<file path="src/rtl/ccff_bitstream_loader.sv">
// Configuration-chain loader: serialises cfg words MSB-first onto ccff_head under a
// gated shift enable and repacks the bits leaving ccff_tail into readback words.
module ccff_bitstream_loader #(
  parameter int unsigned WORD_W    = 8,
  parameter int unsigned CHAIN_LEN = 1024,
  parameter int unsigned CNT_W     = $clog2(CHAIN_LEN + 1)
) (
  input  logic              prog_clk,
  input  logic              pReset,
  input  logic              start,
  input  logic              abort,
  input  logic [WORD_W-1:0] cfg_word,
  input  logic              cfg_valid,
  output logic              cfg_ready,
  output logic              ccff_head,
  output logic              shift_en,
  input  logic              ccff_tail,
  output logic [WORD_W-1:0] rb_word,
  output logic              rb_valid,
  output logic              busy,
  output logic              done
);

  localparam int unsigned WCNT_W = $clog2(WORD_W + 1);

  typedef enum logic [1:0] {
    S_IDLE,
    S_FETCH,
    S_SHIFT,
    S_DONE
  } state_e;

  state_e              state_q;
  logic [WORD_W-1:0]   sreg_q;
  logic [WORD_W-1:0]   rb_sreg_q;
  logic [CNT_W-1:0]    bit_cnt_q;
  logic [WCNT_W-1:0]   word_cnt_q;
  logic                cfg_ready_q;
  logic                shift_en_q;
  logic                head_q;
  logic [WORD_W-1:0]   rb_word_q;
  logic                rb_valid_q;
  logic                busy_q;
  logic                done_q;

  logic [WORD_W-1:0]   sreg_d;
  logic [WORD_W-1:0]   rb_sreg_d;
  logic [WORD_W-1:0]   rb_aligned_d;
  logic [CNT_W-1:0]    bit_cnt_d;
  logic [WCNT_W-1:0]   word_cnt_d;
  logic                last_bit_c;
  logic                word_end_c;

  // Per-shift datapath: next shift-register values and end-of-word / end-of-chain detection
  assign sreg_d       = sreg_q << 1;
  assign rb_sreg_d    = (rb_sreg_q << 1) | WORD_W'(ccff_tail);
  assign bit_cnt_d    = bit_cnt_q + CNT_W'(1);
  assign word_cnt_d   = word_cnt_q + WCNT_W'(1);
  assign last_bit_c   = (bit_cnt_d == CNT_W'(CHAIN_LEN));
  assign word_end_c   = (word_cnt_d == WCNT_W'(WORD_W));
  // A short final word has word_cnt_d valid bits at the LSBs; push them to the MSB end
  assign rb_aligned_d = rb_sreg_d << (WCNT_W'(WORD_W) - word_cnt_d);

  always_ff @(posedge prog_clk) begin
    if (pReset) begin
      state_q     <= S_IDLE;
      sreg_q      <= '0;
      rb_sreg_q   <= '0;
      bit_cnt_q   <= '0;
      word_cnt_q  <= '0;
      cfg_ready_q <= 1'b0;
      shift_en_q  <= 1'b0;
      head_q      <= 1'b0;
      rb_word_q   <= '0;
      rb_valid_q  <= 1'b0;
      busy_q      <= 1'b0;
      done_q      <= 1'b0;
    end else begin
      rb_valid_q <= 1'b0;
      if (abort) begin
        state_q     <= S_IDLE;
        cfg_ready_q <= 1'b0;
        shift_en_q  <= 1'b0;
        head_q      <= 1'b0;
        busy_q      <= 1'b0;
        done_q      <= 1'b0;
      end else begin
        case (state_q)
          S_IDLE, S_DONE: begin
            if (start) begin
              state_q     <= S_FETCH;
              bit_cnt_q   <= '0;
              cfg_ready_q <= 1'b1;
              busy_q      <= 1'b1;
              done_q      <= 1'b0;
            end
          end
          S_FETCH: begin
            if (cfg_valid) begin
              state_q     <= S_SHIFT;
              sreg_q      <= cfg_word;
              word_cnt_q  <= '0;
              cfg_ready_q <= 1'b0;
              shift_en_q  <= 1'b1;
              head_q      <= cfg_word[WORD_W-1];
            end
          end
          S_SHIFT: begin
            sreg_q     <= sreg_d;
            rb_sreg_q  <= rb_sreg_d;
            bit_cnt_q  <= bit_cnt_d;
            word_cnt_q <= word_cnt_d;
            if (last_bit_c) begin
              state_q    <= S_DONE;
              shift_en_q <= 1'b0;
              head_q     <= 1'b0;
              busy_q     <= 1'b0;
              done_q     <= 1'b1;
              rb_word_q  <= rb_aligned_d;
              rb_valid_q <= 1'b1;
            end else if (word_end_c) begin
              state_q     <= S_FETCH;
              shift_en_q  <= 1'b0;
              head_q      <= 1'b0;
              cfg_ready_q <= 1'b1;
              rb_word_q   <= rb_sreg_d;
              rb_valid_q  <= 1'b1;
            end else begin
              head_q <= sreg_d[WORD_W-1];
            end
          end
          default: state_q <= S_IDLE;
        endcase
      end
    end
  end

  assign cfg_ready = cfg_ready_q;
  assign shift_en  = shift_en_q;
  assign ccff_head = head_q;
  assign rb_word   = rb_word_q;
  assign rb_valid  = rb_valid_q;
  assign busy      = busy_q;
  assign done      = done_q;

endmodule

</file>
<file path="config.mk">
export PLATFORM = sky130hd
export DESIGN_NAME = ccff_bitstream_loader
export DESIGN_NICKNAME = d
export VERILOG_FILES = /design/src/rtl/ccff_bitstream_loader.sv
export SDC_FILE = /design/constraint.sdc
export NUM_CORES = 1
export LEC_CHECK = 0
export BUFFER_PORTS_ARGS = -buffer_cell sky130_fd_sc_hd__buf_4
export CAP_MARGIN = 10
export CORE_MARGIN = 5
export CORE_UTILIZATION = 50
export CTS_CLUSTER_DIAMETER = 100
export DETAILED_ROUTE_END_ITERATION = 8
export GPL_TIMING_DRIVEN = 1
export PLACE_DENSITY = 0.8
export SLEW_MARGIN = 20
export SYNTH_ARGS = -nofsm -noshare
export SYNTH_HDL_FRONTEND = slang
export SYNTH_SLANG_ARGS = --single-unit
</file>
<file path="constraint.sdc">
create_clock -name prog_clk -period 4.8 [get_ports prog_clk]
set_input_delay 0.24 -clock prog_clk [delete_from_list [all_inputs] [get_ports prog_clk]]
set_output_delay 0.24 -clock prog_clk [all_outputs]
set_load 0.03 [all_outputs]
</file>
==> out/results.txt, run 1 <==
Mapped Cells = 319
Net Count, Synth = 339
I/O Pins = 28
Setup CP Type = flip-flop to flip-flop
Final TNS setup = 0 ns
CTS Hold Bufs = 0
met3 wire len = 390 um
Starting Density = 0.524
Vias/cell = 6.24
global-route usage over all layers = 0.172
adder-cell area share of the yosys netlist = 0.0277
initial antenna violation count = 0
clock buffer depth = 2
status = finished, final reports clean
fin nets = 351
largest net degree at the start of global routing = 44
WL met1 = 2800 um
clock-pin slew on the worst setup and hold paths = 0.09 ns
Max Transition Viols Final = 0
number of global-route vias before repair = 2127
root buf cell = clkbuf_8
die area = 6990 sq um
I/O Buffers = 27
post-synth top area share = 0.332
Max-cap violations = 0
Final WS setup = 2.28 ns
RSZ-0062 raised after global routing = no
ys flop type = dfxtp_1
Detail Route met2 WL = 2800 um
htree depth = 2
Core ar. = 5170 sq um
maximum clock frequency = 397 MHz
Final Hold Viols = 0
EDFF count, synth = 0
synthesis-to-layout area growth = 9.70%
gpl congestion = 0.902
CTS tree = built
DRT iter0 DRCs = 250
final wirelength = 6160 um
number of fill cells = 464
CP Data Required Time = 4.99 ns
first-pass GRT wire length = 10200 um
register area = 901 sq um
syn_area_per_cell = 8.50 sq um
Pre-antenna DRT Iters = 5
pre-CTS WS = 2.32 ns
largest family of logic cells by synthesized area = simple AND/OR/NAND/NOR gates
Final Cycle Share = 0.524
Worst Path Max Fanout = 18
synth top area cells = dfxtp_1 33%, nand2_1 4.8%, mux2i_1 4.4%
register bit total from synthesis = 45
worst skew pair latency = 0.30 ns
# setup viols final = 0
relative slew slack = 0.505
Peak VDD IR = 0.0000963 V
GR Overflow Total = 0
clock sinks = 45
row cnt = 26
DR top layer = met4
Die Y = 83.6 um
crit start category = flip-flop
Clock Skew = 0.00859 ns
commonest cells in the netlist = 45 x dfxtp_1, 35 x nand2_1, 29 x nor2_1, 23 x a21oi_1, 16 x clkbuf_1
Async SR Flop Fraction = 0
yosys warns = 0
Unique masters post-synth = 60
XOR/XNOR Fraction of Synth Area = 0.00970
simple-gate share of the synthesized area = 0.246
CP arrival = 2.71 ns
Worst-Margin Slew = 0.742 ns
# Post-CTS Setup Buffers = 0
hpwl dp = 4380 um
Compound-Gate Fraction of Synth Area = 0.231
post-route ant nets = 0
Die W = 83.6 um
CTS Buf Count = 5
Post-route DRC = 0
Power Dens Cells = 221 nW/um^2
multi-input combinational cell area = 1670 sq um
post-layout min period = 2.52 ns
mux contribution to synthesized area = 0.104
count leader, synth = dfxtp_1
Routed wire per std cell = 15.4 um
register area share after synthesis = 0.332
PostCTS Resize Cnt = 0
Synth area leader = dfxtp_1
ant diodes = 0
via count = 2496
hold crit path type = input pin to flip-flop
layout cells sized above 1 = 0.185
crit end category = flip-flop
Synth Cell Area = 2710 sq um
Pleak = 1.02 nW
## stage by stage
step / power, mW / cell area (sq um) / hold WS, ns / std cells / util
CTS: 0.663 / 2970 / 0.219 / 400 / 0.575
global route: 0.681 / 2970 / 0.234 / 400 / 0.575
finish: 0.657 / 2970 / 0.227 / 400 / 0.575
global placement: 0.444 / 2900 / 0.449 / 394 / 0.560
floorplan: 0.424 / 2710 / 0.376 / 319 / -
detailed placement: 0.445 / 2900 / 0.453 / 394 / 0.560
## report_power, final
| group | leakage, nW | total (mW) | switching (mW) | internal [mW] |
|---|---|---|---|---|
| Clock | 0.0399 | 0.222 | 0.126 | 0.0961 |
| Combinational | 0.619 | 0.0544 | 0.0318 | 0.0226 |
| Sequential | 0.363 | 0.381 | 0.00332 | 0.378 |
## worst max-delay path: stages, from the launching register on
cell and delay, ns:
dfxtp_1 0.69, ha_1 0.34, nand2_1 0.09, a21oi_2 0.58, nor2_1 0.21, a21boi_4 0.20
mux2_4 0.30
## layer usage
metal,vias up,global-route usage
met5,-,0
met3,26,0.0405
li1,1197,-
met4,0,0.0687
met1,1188,0.232
met2,85,0.265
## cell families after synthesis
logic type | after synthesis
compound gates | 89
xor+xnor | 3
fa+ha+maj | 6
buf+inv | 29
flops | 45
mux | 21
simple gates | 126
## placed cells by master, fill, tap and decap left out, drive strengths merged, types with 2 or more instances in the layout
master	netlist	layout
buf	8	29
or3	3	3
nor3	11	11
a22oi	7	7
nand4	2	2
a21boi	3	3
a2bb2oi	2	2
nand2b	5	5
a32oi	3	3
a31oi	9	9
xnor2	2	2
dfxtp	45	45
o221ai	4	4
nor3b	5	5
nand3b	6	6
mux4	5	5
a21oi	25	25
inv	5	5
mux2	4	4
and3	2	2
a311oi	2	2
a211o	2	2
o22ai	2	2
nand3	11	11
a211oi	7	7
a21o	2	2
mux2i	12	12
o21ai	13	13
nor4	4	4
ha	6	6
nor2	31	31
nand2	36	36
a22o	2	2
clkbuf	16	5
nor2b	5	5
## final timing paths
check / from / end / slack (ns) / cells past startpoint
setup / recovery: word_cnt_q[0] / state_q[0] / 2.28 / 6
hold / removal: cfg_word[7] / ccff_head / 0.23 / 3
setup reg to reg: word_cnt_q[0] / state_q[0] / 2.28 / 6
hold reg to reg: sreg_q[0] / sreg_q[0] / 0.46 / 2
## area by class of cell
| type | count | share of cell area |
|---|---|---|
| timing repair buffer | 29 | 0.0732 |
| inverter | 5 | 0.00631 |
| clock buffer | 5 | 0.0231 |
| tap | 70 | 0.0295 |
| sequential | 45 | 0.303 |
| clock inverter | 1 | 0.00168 |
| multi-input combinational | 245 | 0.563 |
## registers in the layout, summed over array words and instances (netlist names)
name,count
word_cnt_q,4
rb_valid,1
shift_en,1
ccff_head,1
state_q,2
done,1
cfg_ready,1
rb_sreg_q,7
busy,1
sreg_q,7
rb_word,8
bit_cnt_q,11
(Power assumes the default switching activity.)
==> inputs of run 2 (changes only) <==
--- a/config.mk
+++ b/config.mk
@@ -12,7 +12,7 @@
 export CTS_CLUSTER_DIAMETER = 100
 export DETAILED_ROUTE_END_ITERATION = 8
 export GPL_TIMING_DRIVEN = 1
-export PLACE_DENSITY = 0.8
+export PLACE_DENSITY = 0.83
 export SLEW_MARGIN = 20
 export SYNTH_ARGS = -nofsm -noshare
 export SYNTH_HDL_FRONTEND = slang
==> constraint.sdc (replaced) <==
create_clock -name prog_clk -period 2.2 [get_ports prog_clk]
set_input_delay 0.11 -clock prog_clk [delete_from_list [all_inputs] [get_ports prog_clk]]
set_output_delay 0.11 -clock prog_clk [all_outputs]
set_load 0.03 [all_outputs]
==> out/results.txt, run 2 (same netlist as run 1, synthesis figures left out) <==
P_int = 1.25 mW (+150%)
Clock power frac = 0.404 (+0.067)
met3 wire len = 463 um (+19%)
post-layout min period = 2.12 ns (-0.398 ns)
initial antenna violation count = 0 (unchanged)
Starting Density = 0.524 (unchanged)
Final Hold Viols = 0 (unchanged)
CP arrival = 2.32 ns (-0.39 ns)
hold crit path type = input pin to flip-flop
via count = 2579 (+3.3%)
DRT iter0 DRCs = 409 (+64%)
CP bufs+invs = 1 (+1)
Power Dens Cells = 492 nW/um^2 (+120%)
Pleak = 1.18 nW (+16%)
largest net degree at the start of global routing = 43 (-2.3%)
number of global-route vias before repair = 2316 (+8.9%)
Worst Path Max Fanout = 5 (-13)
Pre-antenna DRT Iters = 5 (unchanged)
Vias/cell = 5.98 (-4.1%)
post-route ant nets = 0 (unchanged)
I/O Pins = 28 (unchanged)
final wirelength = 6790 um (+10%)
Final Non-Filler Cells = 431 (+7.8%)
htree depth = 2 (unchanged)
post-layout util = 0.632 (+0.0568)
crit path cell chain = nand4_1, nor3_2, mux2_2, buf_4, a211oi_4, nand2_2, o221ai_1
clock sinks = 45 (unchanged)
pre-CTS WS = -0.0228 ns (-2.35 ns)
fin nets = 380 (+8.3%)
root buf cell = clkbuf_8
# setup viols final = 0 (unchanged)
gpl congestion = 0.865 (-4.2%)
sequential power share = 0.515 (-0.065)
r2r endpoint = rb_word[7]
RSZ-0062 raised after global routing = no
crit-path max cell delay = 0.39 ns (-0.30 ns)
Most flops, register = bit_cnt_q
synthesis-to-layout area growth = 20.5%
Routed wire per std cell = 15.8 um (+2.3%)
Max Transition Viols Final = 0 (unchanged)
Final Cycle Share = 0.963 (+0.439)
number of flip-flops in the largest register = 11 (unchanged)
reg2reg setup slack = 0.08 ns (-2.20 ns)
crit end category = flip-flop
ant diodes = 0 (unchanged)
Crit Reg-Reg Startpoint = bit_cnt_q[1]
layout cells sized above 1 = 0.271 (+0.0866)
worst skew pair latency = 0.30 ns (about the same)
Final TNS setup = 0 ns (unchanged)
clock-pin slew on the worst setup and hold paths = 0.08 ns (about the same)
relative slew slack = 0.653 (+0.148)
Post-route DRC = 0 (unchanged)
CTS Buf Count = 5 (unchanged)
hold path depth = 3 (unchanged)
hpwl dp = 4730 um (+8.1%)
Final WS setup = 0.0818 ns (-2.20 ns)
DR top layer = met4
hold endpoint = sreg_q[0]
family with the most delay on the worst path = simple AND/OR/NAND/NOR gates
clock buffer depth = 2 (unchanged)
Hold Startpoint = cfg_word[0]
placed cell areas = 3110 sq um (+7.3%)
CTS tree = built
R2R cell count = 7 (+1)
Psw = 360 uW (+120%)
status = finished, final reports clean
global-route usage over all layers = 0.194 (+0.0220)
Detail Route met2 WL = 3100 um (+11%)
WL met1 = 3090 um (+10%)
final total power = 1.61 mW (+140%)
maximum clock frequency = 472 MHz (+19%)
Core ar. = 5170 sq um (unchanged)
Gate power share = 0.081 (-0.002)
WHS = 0.0870 ns (-0.140 ns)
Design Area, Final = 3270 sq um (+9.9%)
Worst-Margin Slew = 0.516 ns (-0.226 ns)
CP Data Required Time = 2.40 ns (-2.59 ns)
CTS Hold Bufs = 0 (unchanged)
crit start category = flip-flop
Die Y = 83.6 um (unchanged)
Peak VDD IR = 0.000376 V (+290%)
first-pass GRT wire length = 11300 um (+11%)
Die W = 83.6 um (unchanged)
most frequent cells in the layout = 58 x buf_4, 42 x dfxtp_1, 34 x nand2_1, 29 x nor2_1, 23 x a21oi_1
die area = 6990 sq um (unchanged)
I/O Buffers = 27 (unchanged)
row cnt = 26 (unchanged)
Clock Skew = 0.00539 ns (-0.00321 ns)
Setup CP Type = flip-flop to flip-flop
GR Overflow Total = 0 (unchanged)
slowest CP cell = dfxtp_4
Sw Ratio = 0.224 (-0.0209)
commonest non-fill, non-tap cell in the layout = buf_4
placed cells = 422 (+7.1%)
Max-cap violations = 0 (unchanged)
run 2: cell count changes in the layout (fill, tap and decap cells not counted), moves of 2 or more:
cell     change
ha_1         -2
buf_4       +29
dfxtp_1      -3
dfxtp_4      +3
run 2: layout make-up:
class	instances	area [sq um]
repair buffers	58	435
clock buffers	7	86.3
fillers	427	1910
multi-input cells	245	1700
well taps	70	87.6
flip-flops and latches	45	912
inverters	5	18.8
clock inverters	1	30.0
run 2: worst min-delay path, cell delays in order:
cell and delay, ns:
buf_4 0.11, nand3_1 0.07, a21oi_1 0.06
run 2: worst max-delay path by stage:
stage / from / to / slack (ns) / cells past startpoint
after floorplan: bit_cnt_q[0] / state_q[0] / 0.009 / 9
after global placement: bit_cnt_q[0] / state_q[0] / 0.05 / 7
after detailed placement: bit_cnt_q[0] / state_q[0] / -0.02 / 7
after CTS: bit_cnt_q[2] / state_q[0] / 0.01 / 6
after global routing: bit_cnt_q[1] / rb_word[7] / 0.02 / 7
final: bit_cnt_q[1] / rb_word[7] / 0.08 / 7
run 2: what timing repair did:
action / 4_1_cts / 5_1_grt
buffers inserted: 0 / 1
resized for setup: 2 / 9
endpoints found under the setup margin: 8 / 13
pin swaps: 0 / 3
run 2: per-layer routing:
layer  vias to the layer above  track usage
met3                        20       0.0355
met5                         -            0
li1                       1257            -
met4                         0       0.0629
met2                       104        0.296
met1                      1198        0.276
run 2: power groups by stage:
stage	clock (mW)	combinational, mW	sequential (mW)
after floorplan	0	0.0699	0.855
after global placement	0	0.127	0.850
after detailed placement	0	0.128	0.851
after CTS	0.658	0.130	0.832
after global routing	0.690	0.143	0.829
final	0.649	0.131	0.828
==> inputs of run 3 (changes only) <==
--- a/config.mk
+++ b/config.mk
@@ -8,11 +8,12 @@
 export BUFFER_PORTS_ARGS = -buffer_cell sky130_fd_sc_hd__buf_4
 export CAP_MARGIN = 10
 export CORE_MARGIN = 5
-export CORE_UTILIZATION = 50
+export CORE_UTILIZATION = 53
 export CTS_CLUSTER_DIAMETER = 100
 export DETAILED_ROUTE_END_ITERATION = 8
 export GPL_TIMING_DRIVEN = 1
-export PLACE_DENSITY = 0.83
+export PLACE_DENSITY = 0.87
+export SETUP_SLACK_MARGIN = 0.3
 export SLEW_MARGIN = 20
 export SYNTH_ARGS = -nofsm -noshare
 export SYNTH_HDL_FRONTEND = slang
==> out/results.txt, run 3 (same netlist as run 1, synthesis figures left out) <==
Worst Path Max Fanout = 4 (-1)
CTS Hold Bufs = 0 (unchanged)
Die W = 81.5 um (-2.5%)
Routed wire per std cell = 18.1 um (+15%)
pre-CTS WS = 0.108 ns (+0.131 ns)
relative slew slack = 0.707 (+0.0541)
number of flip-flops in the largest register = 11 (unchanged)
hpwl dp = 4720 um (about the same)
initial antenna violation count = 0 (unchanged)
post-route ant nets = 0 (unchanged)
clock sinks = 45 (unchanged)
final wirelength = 7870 um (+16%)
Pre-antenna DRT Iters = 6 (+1)
Final TNS setup = 0 ns (unchanged)
clock-pin slew on the worst setup and hold paths = 0.09 ns (about the same)
Post-route DRC = 0 (unchanged)
post-layout min period = 2.07 ns (-0.0513 ns)
fin nets = 383 (+0.79%)
RSZ-0062 raised after global routing = yes
commonest non-fill, non-tap cell in the layout = buf_4
I/O Buffers = 27 (unchanged)
clock buffer depth = 2 (unchanged)
final total power = 1.50 mW (-6.8%)
Design Area, Final = 3460 sq um (+5.8%)
WHS = 0.0857 ns (-0.00134 ns)
status = finished, final reports clean
largest net degree at the start of global routing = 43 (unchanged)
CTS Buf Count = 5 (unchanged)
Clock Skew = 0.0114 ns (+0.00602 ns)
# setup viols final = 0 (unchanged)
CP Data Required Time = 2.40 ns (about the same)
via count = 2758 (+6.9%)
maximum clock frequency = 484 MHz (+2.5%)
placed cells = 414 (-1.9%)
Most flops, register = bit_cnt_q
CP arrival = 2.27 ns (-0.05 ns)
Peak VDD IR = 0.000421 V (+12%)
root buf cell = clkbuf_8
die area = 6640 sq um (-5.0%)
I/O Pins = 28 (unchanged)
row cnt = 26 (unchanged)
Power Dens Cells = 434 nW/um^2 (-12%)
ant diodes = 0 (unchanged)
GR Overflow Total = 0 (unchanged)
Final WS setup = 0.133 ns (+0.0513 ns)
Final Hold Viols = 0 (unchanged)
placed cell areas = 3080 sq um (-1.1%)
worst skew pair latency = 0.31 ns (about the same)
DRT iter0 DRCs = 446 (+9.0%)
Max-cap violations = 0 (unchanged)
hold crit path type = input pin to flip-flop
gpl congestion = 0.898 (+3.8%)
layout cells sized above 1 = 0.357 (+0.0857)
Pleak = 1.24 nW (+5.3%)
Final Non-Filler Cells = 434 (+0.70%)
crit start category = flip-flop
most frequent cells in the layout = 57 x buf_4, 37 x dfxtp_1, 34 x nand2_1, 28 x nor2_1, 22 x a21oi_1
Max Transition Viols Final = 0 (unchanged)
Core ar. = 5040 sq um (-2.5%)
number of global-route vias before repair = 2445 (+5.6%)
Final Cycle Share = 0.939 (-0.0233)
first-pass GRT wire length = 11100 um (-2.2%)
post-layout util = 0.685 (+0.0538)
Starting Density = 0.537 (+0.0135)
Vias/cell = 6.35 (+6.2%)
htree depth = 2 (unchanged)
synthesis-to-layout area growth = 27.5%
CTS tree = built
crit end category = flip-flop
global-route usage over all layers = 0.214 (+0.0198)
Die Y = 81.5 um (-2.5%)
Worst-Margin Slew = 0.437 ns (-0.0787 ns)
Setup CP Type = flip-flop to flip-flop
-- run 3: cell count changes in the layout (fill, tap and decap cells not counted), sizes merged --
cell      delta
buf          +3
clkbuf       -2
clkinvlp     +1
clkinv       +2
bufinv       -1
-- run 3: worst max-delay path: stages, from the launching register on --
cell and delay (ns):
dfxtp_1 0.37, nand2_2 0.15, nor3_4 0.28, mux2_4 0.35
a211o_4 0.35, a21boi_4 0.16, mux2_4 0.31
-- run 3: repair_timing --
item                       in CTS  in global routing
setup buffers                   3                  9
resized for setup               7                 37
setup endpoints to repair      22                 28
pin swaps                       4                 17
-- run 3: worst paths after layout --
path,slack (ns),end,from,depth (start not counted)
worst max-delay path,0.13,state_q[0],bit_cnt_q[4],6
worst min-delay path,0.09,sreg_q[0],cfg_word[0],3
worst max register to register,0.13,state_q[0],bit_cnt_q[4],6
worst min register to register,0.47,sreg_q[0],sreg_q[0],2
-- run 3: cell type report --
type | instances | area, sq um
Timing Repair Buffer | 61 | 480
Inverter | 5 | 18.8
Tap cell | 70 | 87.6
Multi-Input combinational cell | 245 | 1860
Clock buffer | 5 | 68.8
Fill cell | 346 | 1590
Sequential cell | 45 | 918
Clock inverter | 3 | 17.5
-- run 3: where the power goes --
| part | switching, mW | internal (mW) |
|---|---|---|
| registers | 0.00652 | 0.821 |
| logic | 0.0868 | 0.0679 |
| clock network | 0.297 | 0.220 |
-- run 3: metal layers --
layer	vias to the layer above	track usage	wire (um)
met5	-	0	0
met4	0	0.0912	228
met3	31	0.0384	698
met2	176	0.343	3780
met1	1288	0.282	3160
li1	1263	-	-
